$ cat config.mk
export PLATFORM = sky130hd
export DESIGN_NAME = spi_frame_decoder_flat
export DESIGN_NICKNAME = d
export VERILOG_FILES = /design/src/rtl/spi_frame_decoder_if.sv /design/src/rtl/spi_frame_decoder.sv /design/src/flat_wrapper.sv
export SDC_FILE = /design/constraint.sdc
export NUM_CORES = 1
export LEC_CHECK = 0
export BUFFER_PORTS_ARGS = -buffer_cell sky130_fd_sc_hd__buf_2
export CAP_MARGIN = 20
export CORE_ASPECT_RATIO = 1.2
export CORE_MARGIN = 2
export CORE_UTILIZATION = 42
export DETAILED_ROUTE_END_ITERATION = 7
export PLACE_DENSITY = 0.75
export SLEW_MARGIN = 10
export SYNTH_ARGS = -nofsm -noshare
export SYNTH_HDL_FRONTEND = slang
export SYNTH_SLANG_ARGS = --single-unit
$ cat constraint.sdc
create_clock -name clk -period 1.8 [get_ports clk]
set_clock_uncertainty 0.15 [all_clocks]
set_input_delay 0.18 -clock clk [delete_from_list [all_inputs] [get_ports clk]]
set_output_delay 0.18 -clock clk [all_outputs]
set_load 0.01 [all_outputs]
$ cat src/rtl/spi_frame_decoder_if.sv
// Register-bus bundle between spi_frame_decoder and the register file.
// master drives address/data/strobes; slave returns read data one cycle after reg_re.
interface spi_frame_decoder_if;
  logic [6:0] reg_addr;
  logic [7:0] reg_wdata;
  logic       reg_we;
  logic       reg_re;
  logic [7:0] reg_rdata;

  modport master (
    output reg_addr,
    output reg_wdata,
    output reg_we,
    output reg_re,
    input  reg_rdata
  );

  modport slave (
    input  reg_addr,
    input  reg_wdata,
    input  reg_we,
    input  reg_re,
    output reg_rdata
  );
endinterface

$ cat src/rtl/spi_frame_decoder.sv
// SPI command-frame decoder: CMD={rw,addr}, write CMD,DATA[,CRC], read CMD,DUMMY.
// Define SPI_FRAME_CRC_EN to add the trailing CRC-8 byte on writes plus crc_err/err_cnt.
module spi_frame_decoder (
  input  logic                       clk,
  input  logic                       rst,
  input  logic                       ss,
  input  logic                       rx_strobe,
  input  logic [7:0]                 rx_data,
  input  logic                       tx_strobe,
  output logic [7:0]                 tx_data,
  spi_frame_decoder_if.master        bus,
  output logic                       crc_err,
  output logic [7:0]                 err_cnt
);

  typedef enum logic [2:0] {
    IDLE    = 3'd0,
    WDATA   = 3'd1,
`ifdef SPI_FRAME_CRC_EN
    WCRC    = 3'd2,
`endif
    RDUMMY  = 3'd3,
    DISCARD = 3'd4
  } state_e;

  state_e     state_q, state_d;
  logic [6:0] addr_q, addr_d;
  logic [7:0] wdata_q, wdata_d;
  logic       we_q, we_d;
  logic       re_q, re_d;
  logic       rvld_q, rvld_d;
  logic [7:0] tx_q, tx_d;
  logic       rx_ok;

`ifdef SPI_FRAME_CRC_EN
  logic [7:0] crc_q, crc_d;
  logic       err_q, err_d;
  logic [7:0] cnt_q, cnt_d;

  // CRC-8, poly 0x07, MSB first, one byte per call
  function automatic logic [7:0] crc8(
    input logic [7:0] c,
    input logic [7:0] b
  );
    logic [7:0] r;
    r = c ^ b;
    for (int i = 0; i < 8; i++) begin
      r = r[7] ? ((r << 1) ^ 8'h07) : (r << 1);
    end
    return r;
  endfunction
`endif

  assign rx_ok = rx_strobe & ~ss;

  always_comb begin
    state_d = state_q;
    addr_d  = addr_q;
    wdata_d = wdata_q;
    we_d    = 1'b0;
    re_d    = 1'b0;
    rvld_d  = re_q;
    tx_d    = tx_q;
`ifdef SPI_FRAME_CRC_EN
    crc_d   = crc_q;
    err_d   = 1'b0;
    cnt_d   = cnt_q;
`endif

    if (tx_strobe && !ss) begin
      tx_d = 8'h00;
    end

    unique case (state_q)
      IDLE: begin
        if (rx_ok) begin
          addr_d = rx_data[6:0];
`ifdef SPI_FRAME_CRC_EN
          crc_d  = crc8(8'h00, rx_data);
`endif
          if (rx_data[7]) begin
            state_d = WDATA;
          end else begin
            re_d    = 1'b1;
            state_d = RDUMMY;
          end
        end
      end
      WDATA: begin
        if (rx_ok) begin
          wdata_d = rx_data;
`ifdef SPI_FRAME_CRC_EN
          crc_d   = crc8(crc_q, rx_data);
          state_d = WCRC;
`else
          we_d    = 1'b1;
          state_d = DISCARD;
`endif
        end
      end
`ifdef SPI_FRAME_CRC_EN
      WCRC: begin
        if (rx_ok) begin
          if (rx_data == crc_q) begin
            we_d = 1'b1;
          end else begin
            err_d = 1'b1;
            cnt_d = (cnt_q == 8'hFF) ? 8'hFF : cnt_q + 8'd1;
          end
          state_d = DISCARD;
        end
      end
`endif
      RDUMMY: begin
        // read data arrives the cycle after reg_re; load overrides a clear
        if (rvld_q) begin
          tx_d = bus.reg_rdata;
        end
        if (rx_ok) begin
          state_d = DISCARD;
        end
      end
      DISCARD: begin
        state_d = DISCARD;
      end
      default: begin
        state_d = IDLE;
      end
    endcase

    if (ss) begin
      state_d = IDLE;
      tx_d    = 8'h00;
      we_d    = 1'b0;
      re_d    = 1'b0;
      rvld_d  = 1'b0;
`ifdef SPI_FRAME_CRC_EN
      crc_d   = 8'h00;
      err_d   = 1'b0;
      cnt_d   = cnt_q;
`endif
    end
  end

  always_ff @(posedge clk or negedge rst) begin
    if (!rst) begin
      state_q <= IDLE;
      addr_q  <= 7'h00;
      wdata_q <= 8'h00;
      we_q    <= 1'b0;
      re_q    <= 1'b0;
      rvld_q  <= 1'b0;
      tx_q    <= 8'h00;
`ifdef SPI_FRAME_CRC_EN
      crc_q   <= 8'h00;
      err_q   <= 1'b0;
      cnt_q   <= 8'h00;
`endif
    end else begin
      state_q <= state_d;
      addr_q  <= addr_d;
      wdata_q <= wdata_d;
      we_q    <= we_d;
      re_q    <= re_d;
      rvld_q  <= rvld_d;
      tx_q    <= tx_d;
`ifdef SPI_FRAME_CRC_EN
      crc_q   <= crc_d;
      err_q   <= err_d;
      cnt_q   <= cnt_d;
`endif
    end
  end

  assign bus.reg_addr  = addr_q;
  assign bus.reg_wdata = wdata_q;
  assign bus.reg_we    = we_q;
  assign bus.reg_re    = re_q;
  assign tx_data       = tx_q;

`ifdef SPI_FRAME_CRC_EN
  assign crc_err = err_q;
  assign err_cnt = cnt_q;
`else
  assign crc_err = 1'b0;
  assign err_cnt = 8'h00;
`endif

endmodule

$ cat src/flat_wrapper.sv
// flat-port wrapper written by rule: the top's interface ports become plain ports
module spi_frame_decoder_flat 
  (clk, rst, ss, rx_strobe, rx_data, tx_strobe, tx_data, crc_err, err_cnt, bus_reg_addr, bus_reg_wdata, bus_reg_we, bus_reg_re, bus_reg_rdata);
  spi_frame_decoder_if bus_i ();
  input  logic clk;
  input  logic rst;
  input  logic ss;
  input  logic rx_strobe;
  input  logic [7:0] rx_data;
  input  logic tx_strobe;
  output logic [7:0] tx_data;
  output logic crc_err;
  output logic [7:0] err_cnt;
  output wire logic [$bits(bus_i.reg_addr)-1:0] bus_reg_addr;
  output wire logic [$bits(bus_i.reg_wdata)-1:0] bus_reg_wdata;
  output wire logic [$bits(bus_i.reg_we)-1:0] bus_reg_we;
  output wire logic [$bits(bus_i.reg_re)-1:0] bus_reg_re;
  input wire logic [$bits(bus_i.reg_rdata)-1:0] bus_reg_rdata;
  assign bus_reg_addr = bus_i.reg_addr;
  assign bus_reg_wdata = bus_i.reg_wdata;
  assign bus_reg_we = bus_i.reg_we;
  assign bus_reg_re = bus_i.reg_re;
  assign bus_i.reg_rdata = bus_reg_rdata;
  spi_frame_decoder u_core (.clk(clk), .rst(rst), .ss(ss), .rx_strobe(rx_strobe), .rx_data(rx_data), .tx_strobe(tx_strobe), .tx_data(tx_data), .bus(bus_i), .crc_err(crc_err), .err_cnt(err_cnt));
endmodule
==> results.toml, run 1 <==
[floorplanning]
core_um2 = 3000
design.die.area_um2 = 3520
start_util_pct = 42.8
chipHeight_um = 64.6
fp.dieW_um = 54.5
io_pins = 55
rows = 22

[global_routing]
grt-ovfl-total = 0
grt_start_max_net_pins = 30
grt_pass1_vias = 1011
grt_pass1_wl_um = 4550
grt_antenna_before_repair = 0
grt_usage_pct = 18.5

[synthesis]
synth_area_per_cell_um2 = 13.0
syn-instance-count = 99
synth_seq_cells = 29
syn-cell-area_um2 = 1280
yosysWarnings = 0
seq_area_frac_synth_pct = 56.5
ys_types = 21

[worst_setup_path]
cp.arrival_ps = 1810
worstPathRequired_ps = 1860
rr_worst_depth = 4
cp-end-kind = "flip-flop"
startpoint_type = "flip-flop"
r2r-start = "u_core.state_q[1]$_DFFE_PN0P_"
timing.rr.end = "u_core.bus.reg_wdata[1]$_DFFE_PN0P_"
critPathKind = "reg2reg"
crit_path_max_fanout = 9
r2r_slack_ps = 40

[hold_path]
hp-class = "in2reg"
hp-start = "rx_strobe"
whs_path_depth = 3
whs_endpoint = "u_core.state_q[2]$_DFFE_PN0P_"

[clock_network]
path_clk_slew_ps = 90
clock_sinks = 29
cts_resized = 0
cts_inserted_buffers = 5
cts.htree.levels = 2
cts_tree = "built"
clock_tree.root_cell = "clkbuf_4"
clk_path_buf_depth = 2
clkLatencyLatePin_ps = 320

[layout]
drive_gt1_share_pct = 44.7
most-common-layout-cells = "buf_2, dfrtp_1, dlygate4sd3_1"
syn2layout_area_growth_pct = 37.9
layout_commonest_cell = "buf_2"
fin_nets = 191
diodes = 0

[timing]
fin_crit_sh_pct = 97.6
hold_viol = 0
fin_ws_ps = 43.6
period_needed_ps = 1760
setup_viol = 0
max_slew_margin_pct = 57.5
setup_tns_ps = 0
fmax_mhz = 569
rsz0062_at_grt = "no"
final_max_slew_viol_count = 0
worst_pin_slew_ps = 638
holdWs_ps = 55.9

[drt]
wire_per_inst_um = 14.0
postRouteAntennaNets = 0
first_iter_violations = 12
wirelength_um = 2890
drc = 0
vias = 1000
via_per_inst = 4.85
first_pass_iters = 2

[run]
maxCapViolCount = 0

[power]
vdd_drop_max_mv = 0.786
power.leakage_nw = 0.900
p_per_area_nw_per_um2 = 919

[place]
dpl.hpwl_um = 1800
preCtsSetupSlack_ps = 63.6
portBuffers = 45
place_congestion = 0.653

[run_status]
outcome = "finished, final reports clean"
[power breakdown]
group | internal (mW) | switching, mW
combinational | 0.240 | 0.179
sequential | 0.755 | 0.0609
clock | 0.184 | 0.210
[cells by family after synthesis]
| group | synth area share [%] |
|---|---|
| buf+inv | 7.40 |
| compound gates | 4.28 |
| mux | 16.4 |
| flops | 56.5 |
| simple gates | 15.2 |
| other cells | 0.292 |
[synth_stat cells]
cell type,count,area (um2)
nor2b_1,2,12.5
dfrtp_1,29,726
nand3b_1,9,67.6
nor2_1,1,3.75
or4b_1,1,10.0
nand2b_4,1,13.8
a21oi_1,9,45.0
mux2_4,8,120
o32a_1,1,10.0
clkbuf_1,2,7.51
nor3_1,2,10.0
buf_2,1,5.00
inv_1,1,3.75
conb_1,1,3.75
and4b_1,1,10.0
nand4b_1,1,8.76
buf_6,1,11.3
nor4_4,1,21.3
nand2_1,10,37.5
mux2_2,8,90.1
buf_4,9,67.6
[worst max-delay path by stage]
| stage | from | endpoint | slack [ps] | depth (start not counted) |
|---|---|---|---|---|
| global route | u_core.state_q[1]$_DFFE_PN0P_ | u_core.bus.reg_wdata[2]$_DFFE_PN0P_ | 10 | 4 |
| finish | u_core.state_q[1]$_DFFE_PN0P_ | u_core.bus.reg_wdata[1]$_DFFE_PN0P_ | 40 | 4 |
| global placement | u_core.state_q[1]$_DFFE_PN0P_ | u_core.bus.reg_wdata[7]$_DFFE_PN0P_ | 80 | 4 |
| detailed placement | u_core.state_q[1]$_DFFE_PN0P_ | u_core.bus.reg_wdata[6]$_DFFE_PN0P_ | 60 | 4 |
| floorplan | u_core.state_q[1]$_DFFE_PN0P_ | u_core.bus.reg_wdata[0]$_DFFE_PN0P_ | 50 | 4 |
| CTS | u_core.state_q[1]$_DFFE_PN0P_ | u_core.bus.reg_wdata[2]$_DFFE_PN0P_ | 50 | 4 |
[area by class of cell]
type,instances,area (um2)
inverters,1,3.75
multi-input cells,64,494
flip-flops and latches,29,726
well taps,36,45.0
fillers,267,1230
repair buffers,69,448
clock buffers,7,55.1
[worst max-delay path, cell delays in order, from the launching register on]
cell and delay (ps):
dfrtp_1 390, nand2b_4 140, or4b_1 450, buf_4 210, mux2_4 310
[what timing repair did]
item	CTS	global route
buffers inserted	0	0
endpoints found under the setup margin	0	0
endpoints found under the hold margin	53	0
hold buffers	17	0
[sequential cells by signal (all words and copies together), names as in the netlist]
register              cells
u_core.bus.reg_wdata      8
u_core.bus.reg_re         1
u_core.tx_data            8
u_core.bus.reg_we         1
u_core.state_q            3
u_core.rvld_q             1
u_core.bus.reg_addr       7
[layer usage]
layer	vias to the layer above	GRT usage (%)	wire length [um]
li1	464	-	-
met1	490	19.6	1160
met2	46	32.7	1540
met3	0	5.53	190
met4	0	7.50	0
met5	-	0	0
[stage by stage]
step	total power, mW	cells	instance area, um2	utilization [%]
global placement	1.20	182	1550	51.5
CTS	1.64	206	1770	59.0
detailed placement	1.21	182	1550	51.5
finish	1.63	206	1770	59.0
floorplan	1.05	107	1320	-
global route	1.73	206	1770	59.0
(Power assumes the default switching activity.)
==> run 2: changes to the inputs <==
- CORE_UTILIZATION: 42 -> 46
- PLACE_DENSITY: 0.75 -> 0.78
- SLEW_MARGIN: 10 -> default
- clock period: 1.8 -> 1.9 ns (I/O delays scaled with it)
==> run 2 against run 1 <==
Combinational power shrank 5.5%. Register-to-register slack better by 30 ps. Non-clock buffer count fell by 1. Cell area up 2.1%. Total power grew 11%. First-iteration DRC count increased by 110%. Critical path depth is the same. Global-route usage increased by 0.63 points. Die area shrank 8.1%. Worst hold slack worse by 16 ps. Critical endpoint is now u_core.bus.reg_wdata[3]$_DFFE_PN0P_. Highest routed layer is now met4.
==> results.toml, run 2 (synthesis gave the netlist of run 1 again) <==
[floorplanning]
fp.dieW_um = 52.2
rows = 21
chipHeight_um = 61.9
io_pins = 55
core_um2 = 2730
design.die.area_um2 = 3230
start_util_pct = 47.0

[layout]
fin_area_um2 = 1810
fin_nets = 190
finalNonFillerCells = 204
drive_gt1_share_pct = 45.3
layout_commonest_cell = "buf_2"
diodes = 0
final_core_util_pct = 66.2
syn2layout_area_growth_pct = 40.8
most-common-layout-cells = "buf_2, dfrtp_1, dlygate4sd3_1"

[place]
post_dp_cell_area_um2 = 1530
portBuffers = 45
dpl.hpwl_um = 1910
placed_cells = 178
preCtsSetupSlack_ps = 68.5
place_congestion = 0.680

[clock_network]
cts.htree.levels = 2
clock_sinks = 29
clk_path_buf_depth = 2
cts_tree = "built"
clkLatencyLatePin_ps = 340
cts_inserted_buffers = 5
path_clk_slew_ps = 100
clock_tree.root_cell = "clkbuf_4"

[global_routing]
grt_start_max_net_pins = 30
grt_use_met3_pct = 5.02
grt_pass1_vias = 1023
busiest_layer = "met2"
grt_pass1_wl_um = 4440
use_met1_pct = 21.9
grt_antenna_before_repair = 0
gr-usage-met2_pct = 34.4
grt_usage_pct = 19.1
grt-ovfl-total = 0

[timing]
final_max_slew_viol_count = 0
hold_viol = 0
worst_pin_slew_ps = 625
max_slew_margin_pct = 58.3
setup_tns_ps = 0
holdWs_ps = 40.3
fin_crit_sh_pct = 96.0
fin_ws_ps = 75.1
rsz0062_at_grt = "no"
setup_viol = 0
period_needed_ps = 1820
fmax_mhz = 548

[worst_setup_path]
critPathKind = "reg2reg"
cp.arrival_ps = 1890
cp-end-kind = "flip-flop"
worstPathRequired_ps = 1970
crit_path_max_fanout = 9
startpoint_type = "flip-flop"

[power]
p_per_area_nw_per_um2 = 996
vdd_drop_max_mv = 0.888
power.leakage_nw = 0.919
p_total_mw = 1.80

[drt]
wirelength_um = 2850
first_iter_violations = 25
drc = 0
via_per_inst = 4.87
postRouteAntennaNets = 0
vias = 994
first_pass_iters = 4
wire_per_inst_um = 14.0

[run_status]
outcome = "finished, final reports clean"

[hold_path]
hp-class = "in2reg"

[run]
maxCapViolCount = 0
==> run 2: worst paths after layout <==
kind	cells after the start	from	slack, ps	end
setup / recovery	4	u_core.state_q[1]$_DFFE_PN0P_	80	u_core.bus.reg_wdata[3]$_DFFE_PN0P_
hold / removal	3	rx_strobe	40	u_core.state_q[2]$_DFFE_PN0P_
setup reg to reg	4	u_core.state_q[1]$_DFFE_PN0P_	80	u_core.bus.reg_wdata[3]$_DFFE_PN0P_
hold reg to reg	1	u_core.bus.reg_re$_DFF_PN0_	350	u_core.rvld_q$_DFF_PN0_
max in group asynchronous	2	rst	940	u_core.bus.reg_wdata[3]$_DFFE_PN0P_
min in group asynchronous	2	rst	240	u_core.tx_data[4]$_DFF_PN0_
==> run 2: layer usage <==
metal  vias to the layer above  routed length [um]
met5                         -                   0
met4                         0                  51
met3                         5                 191
met2                        46                1470
met1                       478                1140
li1                        465                   -
==> run 2: area by class of cell <==
| type | instances | area (um2) |
|---|---|---|
| clock buffer | 5 | 37.5 |
| multi-input combinational | 64 | 494 |
| sequential | 29 | 726 |
| fill | 208 | 923 |
| inverter | 1 | 3.75 |
| tap | 34 | 42.5 |
| timing repair buffer | 68 | 440 |
| clock inverter | 3 | 65.1 |
==> run 2: where the power goes <==
group	internal [mW]	leakage (nW)	switching [mW]
Clock	0.407	0.0552	0.226
Sequential	0.715	0.373	0.0586
Combinational	0.225	0.491	0.170
Total	1.35	0.919	0.455
==> run 2: timing repair <==
item | in CTS | in global routing
resized for setup | 0 | 0
buffers inserted | 0 | 1
hold endpoints to repair | 53 | 0
hold buffers | 17 | 0
endpoints found under the setup margin | 0 | 4
==> run 2: worst max-delay path: stages (launching register included) <==
cell and delay, ps:
dfrtp_1 410, nand2b_4 170, or4b_1 470, buf_4 210, mux2_4 300
==> run 3: changes to the inputs <==
- HOLD_SLACK_MARGIN: default -> 0.05
==> run 3 against run 2 <==
Die area unchanged. Total power increased by 0.18%. Combinational power increased by 1%. Register-to-register slack got worse by 30 ps. Clock power about the same. Sequential share of layout area decreased by 0.65 points. Core utilization increased by 1.1 points. Critical endpoint is now u_core.bus.reg_wdata[2]$_DFFE_PN0P_. Highest routed layer unchanged.
==> results.toml, run 3 (synthesis gave the netlist of run 1 again) <==
[clock_network]
clk_path_buf_depth = 2
cts_tree = "built"
clock_sinks = 29
path_clk_slew_ps = 100
cts.htree.levels = 2
cts_inserted_buffers = 5
clkLatencyLatePin_ps = 330
clock_tree.root_cell = "clkbuf_4"

[global_routing]
grt_pass1_wl_um = 4480
grt_pass1_vias = 1040
grt_usage_pct = 19.2
grt_start_max_net_pins = 30
grt_antenna_before_repair = 0
grt-ovfl-total = 0

[timing]
fmax_mhz = 539
rsz0062_at_grt = "no"
final_max_slew_viol_count = 0
max_slew_margin_pct = 58.3
setup_viol = 0
worst_pin_slew_ps = 626
fin_crit_sh_pct = 97.7
period_needed_ps = 1860
fin_ws_ps = 43.3
hold_viol = 0
setup_tns_ps = 0

[drt]
wire_per_inst_um = 14.0
drc = 0
first_iter_violations = 22
postRouteAntennaNets = 0
first_pass_iters = 4
wirelength_um = 2890
via_per_inst = 4.87
vias = 1003

[layout]
most-common-layout-cells = "buf_2, dfrtp_1, dlygate4sd3_1"
layout_commonest_cell = "buf_2"
fin_area_um2 = 1840
final_core_util_pct = 67.3
syn2layout_area_growth_pct = 43.1
drive_gt1_share_pct = 45.3
fill_cells = 200
diodes = 0
fin_nets = 192

[place]
post_dp_cell_area_um2 = 1530
portBuffers = 45
preCtsSetupSlack_ps = 68.5
place_congestion = 0.680
dpl.hpwl_um = 1910

[floorplanning]
io_pins = 55
fp.dieW_um = 52.2
core_um2 = 2730
start_util_pct = 47.0
chipHeight_um = 61.9
design.die.area_um2 = 3230
rows = 21

[worst_setup_path]
timing.rr.end = "u_core.bus.reg_wdata[2]$_DFFE_PN0P_"
worstPathRequired_ps = 1970
rr_worst_depth = 4
startpoint_type = "primary input"
r2r_slack_ps = 50
cp.arrival_ps = 1930
critPathKind = "in2reg"
r2r-start = "u_core.state_q[1]$_DFFE_PN0P_"
cp-end-kind = "flip-flop"
crit_path_max_fanout = 4

[run_status]
outcome = "finished, final reports clean"

[power]
p_per_area_nw_per_um2 = 982
vdd_drop_max_mv = 0.879
power.leakage_nw = 0.930

[hold_path]
whs_endpoint = "u_core.rvld_q$_DFF_PN0_"
hp-start = "ss"
whs_path_depth = 3
hp-class = "in2reg"

[run]
maxCapViolCount = 0
run 3: stage by stage:
stage	hold WS (ps)	std cells	power, mW
after CTS	77.7	205	1.82
after detailed placement	94.5	178	1.15
after floorplan	-256	107	0.995
after global routing	88.4	206	1.89
final	93.8	206	1.81
after global placement	85.5	178	1.13
run 3: worst max-delay path, stage by stage:
cell	delay [ps]
dlygate4sd3_1	520
clkbuf_4	160
nand2b_4	80
or4b_4	500
buf_4	180
mux2_4	290
run 3: per-layer routing:
layer  share of wire (%)  track usage, %
met1                  39            22.0
met2                  53            34.5
met3                 7.0            5.02
met4                0.83            7.69
met5                   0               0
run 3: layout make-up:
| class | instances | area, um2 | share of cell area (%) |
|---|---|---|---|
| well taps | 34 | 42.5 | 2.31 |
| clock buffers | 5 | 37.5 | 2.04 |
| flip-flops and latches | 29 | 726 | 39.5 |
| multi-input cells | 64 | 498 | 27.1 |
| clock inverters | 3 | 65.1 | 3.54 |
| inverters | 1 | 3.75 | 0.204 |
| repair buffers | 70 | 467 | 25.4 |
run 3: power breakdown:
| group | leakage (nW) | switching (mW) | total, mW | internal [mW] |
|---|---|---|---|---|
| clock | 0.0552 | 0.224 | 0.631 | 0.407 |
| combinational | 0.502 | 0.171 | 0.400 | 0.229 |
| sequential | 0.373 | 0.0596 | 0.775 | 0.715 |
| total | 0.930 | 0.454 | 1.81 | 1.35 |
run 3: repair_timing:
action | in CTS | in global routing
buffers inserted | 0 | 0
resized for setup | 0 | 4
hold endpoints to repair | 54 | 0
hold buffers | 19 | 0
endpoints found under the setup margin | 0 | 8
run 3: worst max path at each step:
stage	from	end	slack, ps
finish	rx_strobe	u_core.bus.reg_wdata[2]$_DFFE_PN0P_	40
global route	rx_strobe	u_core.bus.reg_wdata[5]$_DFFE_PN0P_	1
CTS	rx_strobe	u_core.bus.reg_wdata[3]$_DFFE_PN0P_	30
detailed placement	u_core.state_q[1]$_DFFE_PN0P_	u_core.bus.reg_wdata[4]$_DFFE_PN0P_	70
global placement	u_core.state_q[1]$_DFFE_PN0P_	u_core.bus.reg_wdata[1]$_DFFE_PN0P_	110
floorplan	u_core.state_q[1]$_DFFE_PN0P_	u_core.bus.reg_wdata[0]$_DFFE_PN0P_	150
